## src/rtl/serial_atree.sv

```systemverilog
// Serial adder tree: accumulates N = 2**LEVELS unsigned operands, one per
// accepted beat, then holds the completed sum until downstream takes it.
module serial_atree #(
    parameter int IN_WIDTH = 8,
    parameter int LEVELS   = 2
) (
    input  logic                       clk,
    input  logic                       rst_n,
    input  logic [IN_WIDTH-1:0]        in_data,
    input  logic                       in_valid,
    output logic                       in_ready,
    output logic [IN_WIDTH+LEVELS-1:0] out_data,
    output logic                       out_valid,
    input  logic                       out_ready,
    output logic [LEVELS-1:0]          count
);

    localparam int SUM_W = IN_WIDTH + LEVELS;
    // count is exactly LEVELS bits, so the last operand index is all ones
    localparam logic [LEVELS-1:0] LAST = '1;

    typedef enum logic {ACCUM, HOLD} state_t;

    state_t           state;
    logic [SUM_W-1:0] acc;

    always_ff @(posedge clk or negedge rst_n) begin
        if (!rst_n) begin
            state     <= ACCUM;
            acc       <= '0;
            count     <= '0;
            out_valid <= 1'b0;
        end else begin
            case (state)
                ACCUM: begin
                    if (in_valid) begin
                        acc   <= acc + SUM_W'(in_data);
                        count <= count + LEVELS'(1);
                        if (count == LAST) begin
                            state     <= HOLD;
                            out_valid <= 1'b1;
                        end
                    end
                end
                HOLD: begin
                    // sum is frozen here; only the output handshake leaves
                    if (out_ready) begin
                        acc       <= '0;
                        count     <= '0;
                        state     <= ACCUM;
                        out_valid <= 1'b0;
                    end
                end
                default: state <= ACCUM;
            endcase
        end
    end

    assign in_ready = (state == ACCUM);
    assign out_data = acc;

endmodule
```

## config.mk

```make
export PLATFORM = sky130hd
export DESIGN_NAME = serial_atree
export DESIGN_NICKNAME = d
export VERILOG_FILES = /design/src/rtl/serial_atree.sv
export SDC_FILE = /design/constraint.sdc
export NUM_CORES = 1
export LEC_CHECK = 0
export CELL_PAD_IN_SITES_DETAIL_PLACEMENT = 1
export CELL_PAD_IN_SITES_GLOBAL_PLACEMENT = 1
export CORE_ASPECT_RATIO = 0.5
export CORE_UTILIZATION = 32
export DETAILED_ROUTE_END_ITERATION = 12
export PLACE_DENSITY = 0.81
export SLEW_MARGIN = 30
export SYNTH_ARGS = -nofsm -noshare
export SYNTH_HDL_FRONTEND = slang
export SYNTH_SLANG_ARGS = --single-unit
export TNS_END_PERCENT = 30
```

## constraint.sdc

```tcl
create_clock -name clk -period 1.9 [get_ports clk]
set_input_delay 0.285 -clock clk [delete_from_list [all_inputs] [get_ports clk]]
set_output_delay 0.285 -clock clk [all_outputs]
set_load 0.01 [all_outputs]
```

==> results of run 1 <==
==> placed cells by master (no fill, tap or decap), drive strengths merged, types with 2 or more instances in the layout <==
| cell | instances |
|---|---|
| a22o | 3 |
| o22ai | 2 |
| a21boi | 2 |
| xor2 | 3 |
| nor3 | 2 |
| nor2 | 2 |
| nand2 | 8 |
| nor2b | 3 |
| clkbuf | 4 |
| clkdlybuf4s50 | 23 |
| inv | 8 |
| dfrtp | 14 |
| dlygate4sd2 | 2 |
| o21ai | 11 |
| nand3 | 4 |
| buf | 22 |
| ha | 9 |
| a21oi | 7 |
| o21a | 2 |
==> worst register-to-register path, cell delays in order, from the launching register on <==
cell	delay, ns
sky130_fd_sc_hd__dfrtp_1	0.39
sky130_fd_sc_hd__ha_2	0.18
sky130_fd_sc_hd__inv_2	0.05
sky130_fd_sc_hd__fa_2	0.22
sky130_fd_sc_hd__nor2b_4	0.06
sky130_fd_sc_hd__o31ai_4	0.22
sky130_fd_sc_hd__a21boi_2	0.11
sky130_fd_sc_hd__or3_1	0.35
sky130_fd_sc_hd__a32o_1	0.23
==> cell type report <==
class	count	area (um2)
Tap cell	37	46.3
Inverter	8	30.0
Timing Repair Buffer	47	417
Sequential cell	14	350
Multi-Input combinational cell	73	574
Fill cell	312	1210
Clock buffer	4	55.1
==> logic make-up after synthesis <==
kind of cell | after synthesis
compound gates | 36
fa+ha+maj | 10
xor+xnor | 4
flops | 14
buf+inv | 9
simple gates | 23
==> per-layer routing <==
metal | routed length, um | track usage, % | vias to the layer above
met5 | 0 | 0 | -
met2 | 1350 | 36.3 | 17
met3 | 114 | 5.68 | 5
met4 | 36 | 5.56 | 0
met1 | 1380 | 23.8 | 465
li1 | - | - | 455
==> worst max path at each step <==
stage	start	end	slack, ns
6_report	in_data[2]	out_data[6]	-0.03
5_1_grt	out_data[0]	out_data[8]	-0.10
4_1_cts	out_data[0]	out_data[6]	-0.08
3_5_place_dp	in_data[0]	out_data[6]	-0.39
3_3_place_gp	in_data[0]	out_data[6]	-0.33
2_1_floorplan	out_data[0]	out_data[6]	0.002
==> power groups by stage <==
stage / combinational (mW) / clock (mW) / sequential [mW]
2_1_floorplan: 0.747 / 0 / 0.619
6_report: 1.60 / 0.308 / 0.588
4_1_cts: 1.54 / 0.320 / 0.585
3_3_place_gp: 1.39 / 0 / 0.581
3_5_place_dp: 1.44 / 0 / 0.586
5_1_grt: 1.75 / 0.321 / 0.608
==> through the flow <==
| step | instance area [um2] | hold WS [ns] | total power, mW | TNS (ns) |
|---|---|---|---|---|
| CTS | 1440 | 0.348 | 2.44 | -0.149 |
| global placement | 1340 | 0.500 | 1.98 | -1.41 |
| detailed placement | 1340 | 0.513 | 2.02 | -1.81 |
| global route | 1470 | 0.370 | 2.67 | -0.220 |
| floorplan | 940 | -0.0106 | 1.37 | 0 |
| finish | 1470 | 0.342 | 2.50 | -0.0507 |
==> registers in the layout, summed over array words and instances, names as in the netlist <==
name       cells
out_valid      1
state          1
count          2
out_data      10
==> timing repair <==
| item | in CTS | in global routing |
|---|---|---|
| setup buffers | 5 | 2 |
| hold buffers | 0 | 0 |
| pin swaps | 8 | 5 |
| endpoints found under the setup margin | 2 | 2 |
| endpoints found under the hold margin | 0 | 0 |
| gates cloned | 0 | 0 |
| gates resized for setup | 6 | 4 |
==> results.ini, run 1 <==
[power_and_ir_drop]
cellPowerDensity_nw_per_um2 = 1700
power.net_switching_mw = 0.995
pwr-share-comb_pct = 64.1
internal_power_mw = 1.50
clockPowerShare_pct = 12.3
p_seq_share_pct = 23.6
leak_nw = 0.657
vdd_drop_max_mv = 0.652
switching_share_pct = 39.9

[synth]
synthAdderAreaFrac_pct = 14.1
synth_xor_xnor_area_share_pct = 3.73
synth-edff-count = 0
synth_top_cells_by_area = sky130_fd_sc_hd__dfrtp_1 (37%), sky130_fd_sc_hd__ha_1 (12%), sky130_fd_sc_hd__o21ai_0 (3.7%), sky130_fd_sc_hd__a21oi_1 (3.2%), sky130_fd_sc_hd__inv_1 (3.2%)
synth_compound_gate_area_share_pct = 28.1
synthMostInstantiatedCell = sky130_fd_sc_hd__dfrtp_1
postSynthRegisterBits = 14
post_synth.cell_area_avg_um2 = 9.79
yosys.area_share.simple_pct = 13.0
ys.warnings.count = 0
syn-instance-count = 96
seq_area_frac_synth_pct = 37.3
mappedNetlistArea_um2 = 940
async_set_or_reset_register_ratio_after_synthesis_pct = 100
postSynth.topFlopCell = sky130_fd_sc_hd__dfrtp_1
postSynthNetCount = 118
synth_top_cell_by_area = sky130_fd_sc_hd__dfrtp_1
synth_common_cells = sky130_fd_sc_hd__dfrtp_1 (14), sky130_fd_sc_hd__ha_1 (9), sky130_fd_sc_hd__inv_1 (8), sky130_fd_sc_hd__nand2_1 (8), sky130_fd_sc_hd__o21ai_0 (7)
synth.lib_cells_used.distinct = 36
synth_top_family_by_area = compound AO/OA/AOI/OAI gates
synth_top_cell_area_share_pct = 37.3
post_synth_mux_area_share_pct = 0

[placement]
port_buffers = 25
preCtsSetupSlack_ns = -0.394
dp.final_hpwl_mm = 2.01
gp_routability_congestion = 0.870
placed_insts = 172

[setup_path]
ff2ff_setup_slack_ns = -0.02
timing.rr.end = out_data[6]
critPathKind = input pin to flop
r2r.worst_path.cells = 8
critical_path_fanout_max = 2
series_of_cell_instances_along_the_critical_path = clkdlybuf4s50_1 > ha_1 > nor2b_4 > o31ai_4 > a21boi_2 > or3_1 > a32o_1
critical_path_required_ns = 2.04
crit_slowest_cell = sky130_fd_sc_hd__clkdlybuf4s50_1
critical_path.reg2reg.startpoint = out_data[0]
critPathTopFamily = compound AO/OA/AOI/OAI gates
critical_path_arrival_ns = 2.08
critical_path.endpoint_type = flop
timing.critical_path.depth = 7
crit_path_start_kind = input pin
critical-path-max-stage-delay_ns = 0.41
number_of_buffer_and_inverter_stages_on_the_critical_path = 1

[die]
row_count = 13
die_x_um = 78.6
starting_utilization_of_the_core_area_pct = 35.0
design.portCount = 26
die_h_um = 40.3
die_area_um2 = 3170
core-area_um2 = 2680

[timing]
worst_slew_pin_slew_ns = 0.504
min_period_ns = 1.93
setup_violations = 2
max_slew_margin_pct = 66.4
finalHoldViolCount = 0
post-route-period-util_pct = 102
slew_violations = 0
postLayoutSetupSlackWorst_ns = -0.0345
clock_skew_ns = 0.00323
max_freq_mhz = 517
rsz0062_at_grt = yes

[hold_path]
holdCritPathClass = input pin to async pin

[clock_tree]
clock_sinks = 14
cts.clk_slew.worst_paths_ns = 0.06
worst_skew_pair.late_latency_ns = 0.26
num_cts_buffers = 3
htree_num_levels = 1
cts-root-buf = sky130_fd_sc_hd__clkbuf_8
clock_tree.buffer_depth = 2
clock_tree_from_tritoncts = done

[route]
wl_per_cell_um = 15.8
vias_per_cell = 5.15
drc_errors = 0
routed-via-count = 942
dr.first_iter.drc_count = 30
drtAntennaViolNets = 0
drt_pre_antenna_iters = 4
drt-total-wl_mm = 2.89

[layout]
layoutNonFillerInstCount = 183
nNetsFinal = 169
synthToLayoutAreaGrowth_pct = 56.7
utilization_pct = 54.9
n_antenna_cell = 0
drive_above_1_share_pct = 26.0

[grt]
grt_pass1_vias = 942
pin_count_of_the_biggest_net_entering_global_routing = 15
globalRoute.totalOverflow = 0
grt_antenna_before_repair = 0
grt_pass1_wl_mm = 4.46
groute.usage.overall_pct = 19.8

[run]
max_cap_viols = 0

[status]
outcome = finished, violations left
failed_checks = negative setup slack

Power figures use the tool's default switching activity.
==> run 2, diff against run 1 <==
- CORE_ASPECT_RATIO: 0.5 -> 1.25
- CORE_UTILIZATION: 32 -> 35
- DONT_BUFFER_PORTS: default -> 1
- HOLD_SLACK_MARGIN: default -> 0.06
- PLACE_DENSITY: 0.81 -> 0.69
==> run 2 against run 1 <==
  * The flow now finishes without violations
  * Combinational power shrank 33%
  * Sequential power grew 5.6%
  * Cell area shrank 25%
  * Highest routed layer unchanged
==> results.ini, run 2 (synthesis results as in run 1) <==
[layout]
largest_reg_flops = 10
mostFrequentLayoutCells = sky130_fd_sc_hd__dfrtp_1 (14), sky130_fd_sc_hd__buf_4 (9), sky130_fd_sc_hd__nand2_1 (8), sky130_fd_sc_hd__ha_1 (8)
fillers = 285
nNetsFinal = 133
layout.cells.most_common = sky130_fd_sc_hd__dfrtp_1
multi_input_area_um2 = 559
drive_above_1_share_pct = 20.9
synthToLayoutAreaGrowth_pct = 17.6
register_area_um2 = 350
n_antenna_cell = 0

[timing]
worst_slew_pin_slew_ns = 0.687
clock_skew_ns = 0.00731
postLayoutSetupSlackWorst_ns = 0.0340
fin_setup_tns_ns = 0
post-route-period-util_pct = 98.2
rsz0062_at_grt = yes
max_freq_mhz = 536
setup_violations = 0
slew_violations = 0
finalHoldViolCount = 0
min_period_ns = 1.87
max_slew_margin_pct = 54.0

[power_and_ir_drop]
leak_nw = 0.485
p_seq_share_pct = 32.1
cellPowerDensity_nw_per_um2 = 1750
power.total_mw = 1.93
clockPowerShare_pct = 11.9
power.net_switching_mw = 0.859
internal_power_mw = 1.08
switching_share_pct = 44.4
pwr-share-comb_pct = 56.0
vdd_drop_max_mv = 0.702

[setup_path]
critical-path-max-stage-delay_ns = 0.39
critical_path_arrival_ns = 2.05
critPathTopFamily = compound AO/OA/AOI/OAI gates
number_of_buffer_and_inverter_stages_on_the_critical_path = 1
series_of_cell_instances_along_the_critical_path = ha_2 > inv_2 > fa_2 > nor2b_4 > o31ai_4 > a21boi_2 > or3_1 > a32o_1
crit_path_start_kind = flop
critPathKind = flop to flop
critical_path_required_ns = 2.09
crit_slowest_cell = sky130_fd_sc_hd__dfrtp_1
critical_path_fanout_max = 3
critical_path.endpoint_type = flop

[route]
drt_pre_antenna_iters = 2
drt-total-wl_mm = 2.43
wl_per_cell_um = 17.0
drc_errors = 0
dr.first_iter.drc_count = 15
vias_per_cell = 5.59
drtAntennaViolNets = 0
routed-via-count = 799

[grt]
grt_pass1_wl_mm = 4.03
grt_pass1_vias = 889
groute.usage.overall_pct = 19.4
globalRoute.totalOverflow = 0
grt_antenna_before_repair = 0
pin_count_of_the_biggest_net_entering_global_routing = 15

[status]
outcome = completed

[clock_tree]
cts-root-buf = sky130_fd_sc_hd__clkbuf_4
clock_sinks = 14
num_cts_buffers = 3
htree_num_levels = 1
worst_skew_pair.late_latency_ns = 0.30
cts.clk_slew.worst_paths_ns = 0.10
clock_tree_from_tritoncts = done
clock_tree.buffer_depth = 2

[die]
starting_utilization_of_the_core_area_pct = 37.9
core-area_um2 = 2480
die_x_um = 48.3
row_count = 20
design.portCount = 26
die_h_um = 59.9
die_area_um2 = 2900

[placement]
gp_routability_congestion = 0.758
dp.final_hpwl_mm = 1.80
preCtsSetupSlack_ns = -0.0306
port_buffers = 0

[run]
max_cap_viols = 0

[hold_path]
holdCritPathClass = input pin to flop

[run 2: changes by cell type in the layout (fill, tap and decap cells not counted), sizes merged]
cell,delta
dlygate4sd3,+2
dlygate4sd2,-2
clkdlybuf4s50,-23
buf,-13
[run 2: metrics by stage]
step | util, % | hold WS, ns | cells | cell area [um2]
final | 44.6 | 0.0648 | 143 | 1100
after global routing | 44.6 | 0.0601 | 143 | 1100
after CTS | 44.2 | 0.0671 | 142 | 1090
after detailed placement | 41.8 | -0.0103 | 136 | 1040
after global placement | 41.8 | -0.0102 | 136 | 1040
after floorplan | - | -0.0106 | 96 | 940
[run 2: cell type report]
type                    count  area share [%]
clock buffers               4            3.28
inverters                   8            2.72
multi-input cells          73            50.6
flip-flops and latches     14            31.7
well taps                  33            3.74
repair buffers             11            7.93
[run 2: repair_timing]
item | 4_1_cts | 5_1_grt
setup endpoints to repair | 1 | 3
hold buffers | 1 | 1
setup buffers | 1 | 0
resized for setup | 3 | 0
pin swaps | 5 | 5
endpoints found under the hold margin | 14 | 1
[run 2: worst paths after layout]
kind / slack [ns] / startpoint / depth (start not counted) / endpoint
min in group asynchronous: 0.46 / rst_n / 1 / out_data[9]
setup / recovery: 0.03 / out_data[0] / 8 / out_data[6]
hold / removal: 0.06 / out_ready / 1 / state
setup reg to reg: 0.03 / out_data[0] / 8 / out_data[6]
hold reg to reg: 0.56 / out_data[1] / 2 / out_data[1]
max in group asynchronous: 1.00 / rst_n / 1 / out_data[0]
[run 2: routing by layer]
| metal | global-route usage (%) | part of all wire, % |
|---|---|---|
| met1 | 20.4 | 43 |
| met3 | 5.09 | 4.1 |
| met4 | 11.3 | 2.1 |
| met2 | 35.4 | 51 |
| met5 | 0 | 0 |
[run 2: worst register-to-register path: stages, from the launching register on]
cell and delay [ns]:
sky130_fd_sc_hd__dfrtp_1 0.39, sky130_fd_sc_hd__ha_2 0.18, sky130_fd_sc_hd__inv_2 0.05, sky130_fd_sc_hd__fa_2 0.21
sky130_fd_sc_hd__nor2b_4 0.05, sky130_fd_sc_hd__o31ai_4 0.24, sky130_fd_sc_hd__a21boi_2 0.09, sky130_fd_sc_hd__or3_1 0.32
sky130_fd_sc_hd__a32o_1 0.23
[run 2: power groups by stage]
stage	clock, mW	sequential (mW)	combinational, mW
3_5_place_dp	0	0.629	1.05
3_3_place_gp	0	0.621	1.01
5_1_grt	0.248	0.642	1.21
4_1_cts	0.236	0.623	1.09
2_1_floorplan	0	0.619	0.747
6_report	0.230	0.621	1.08
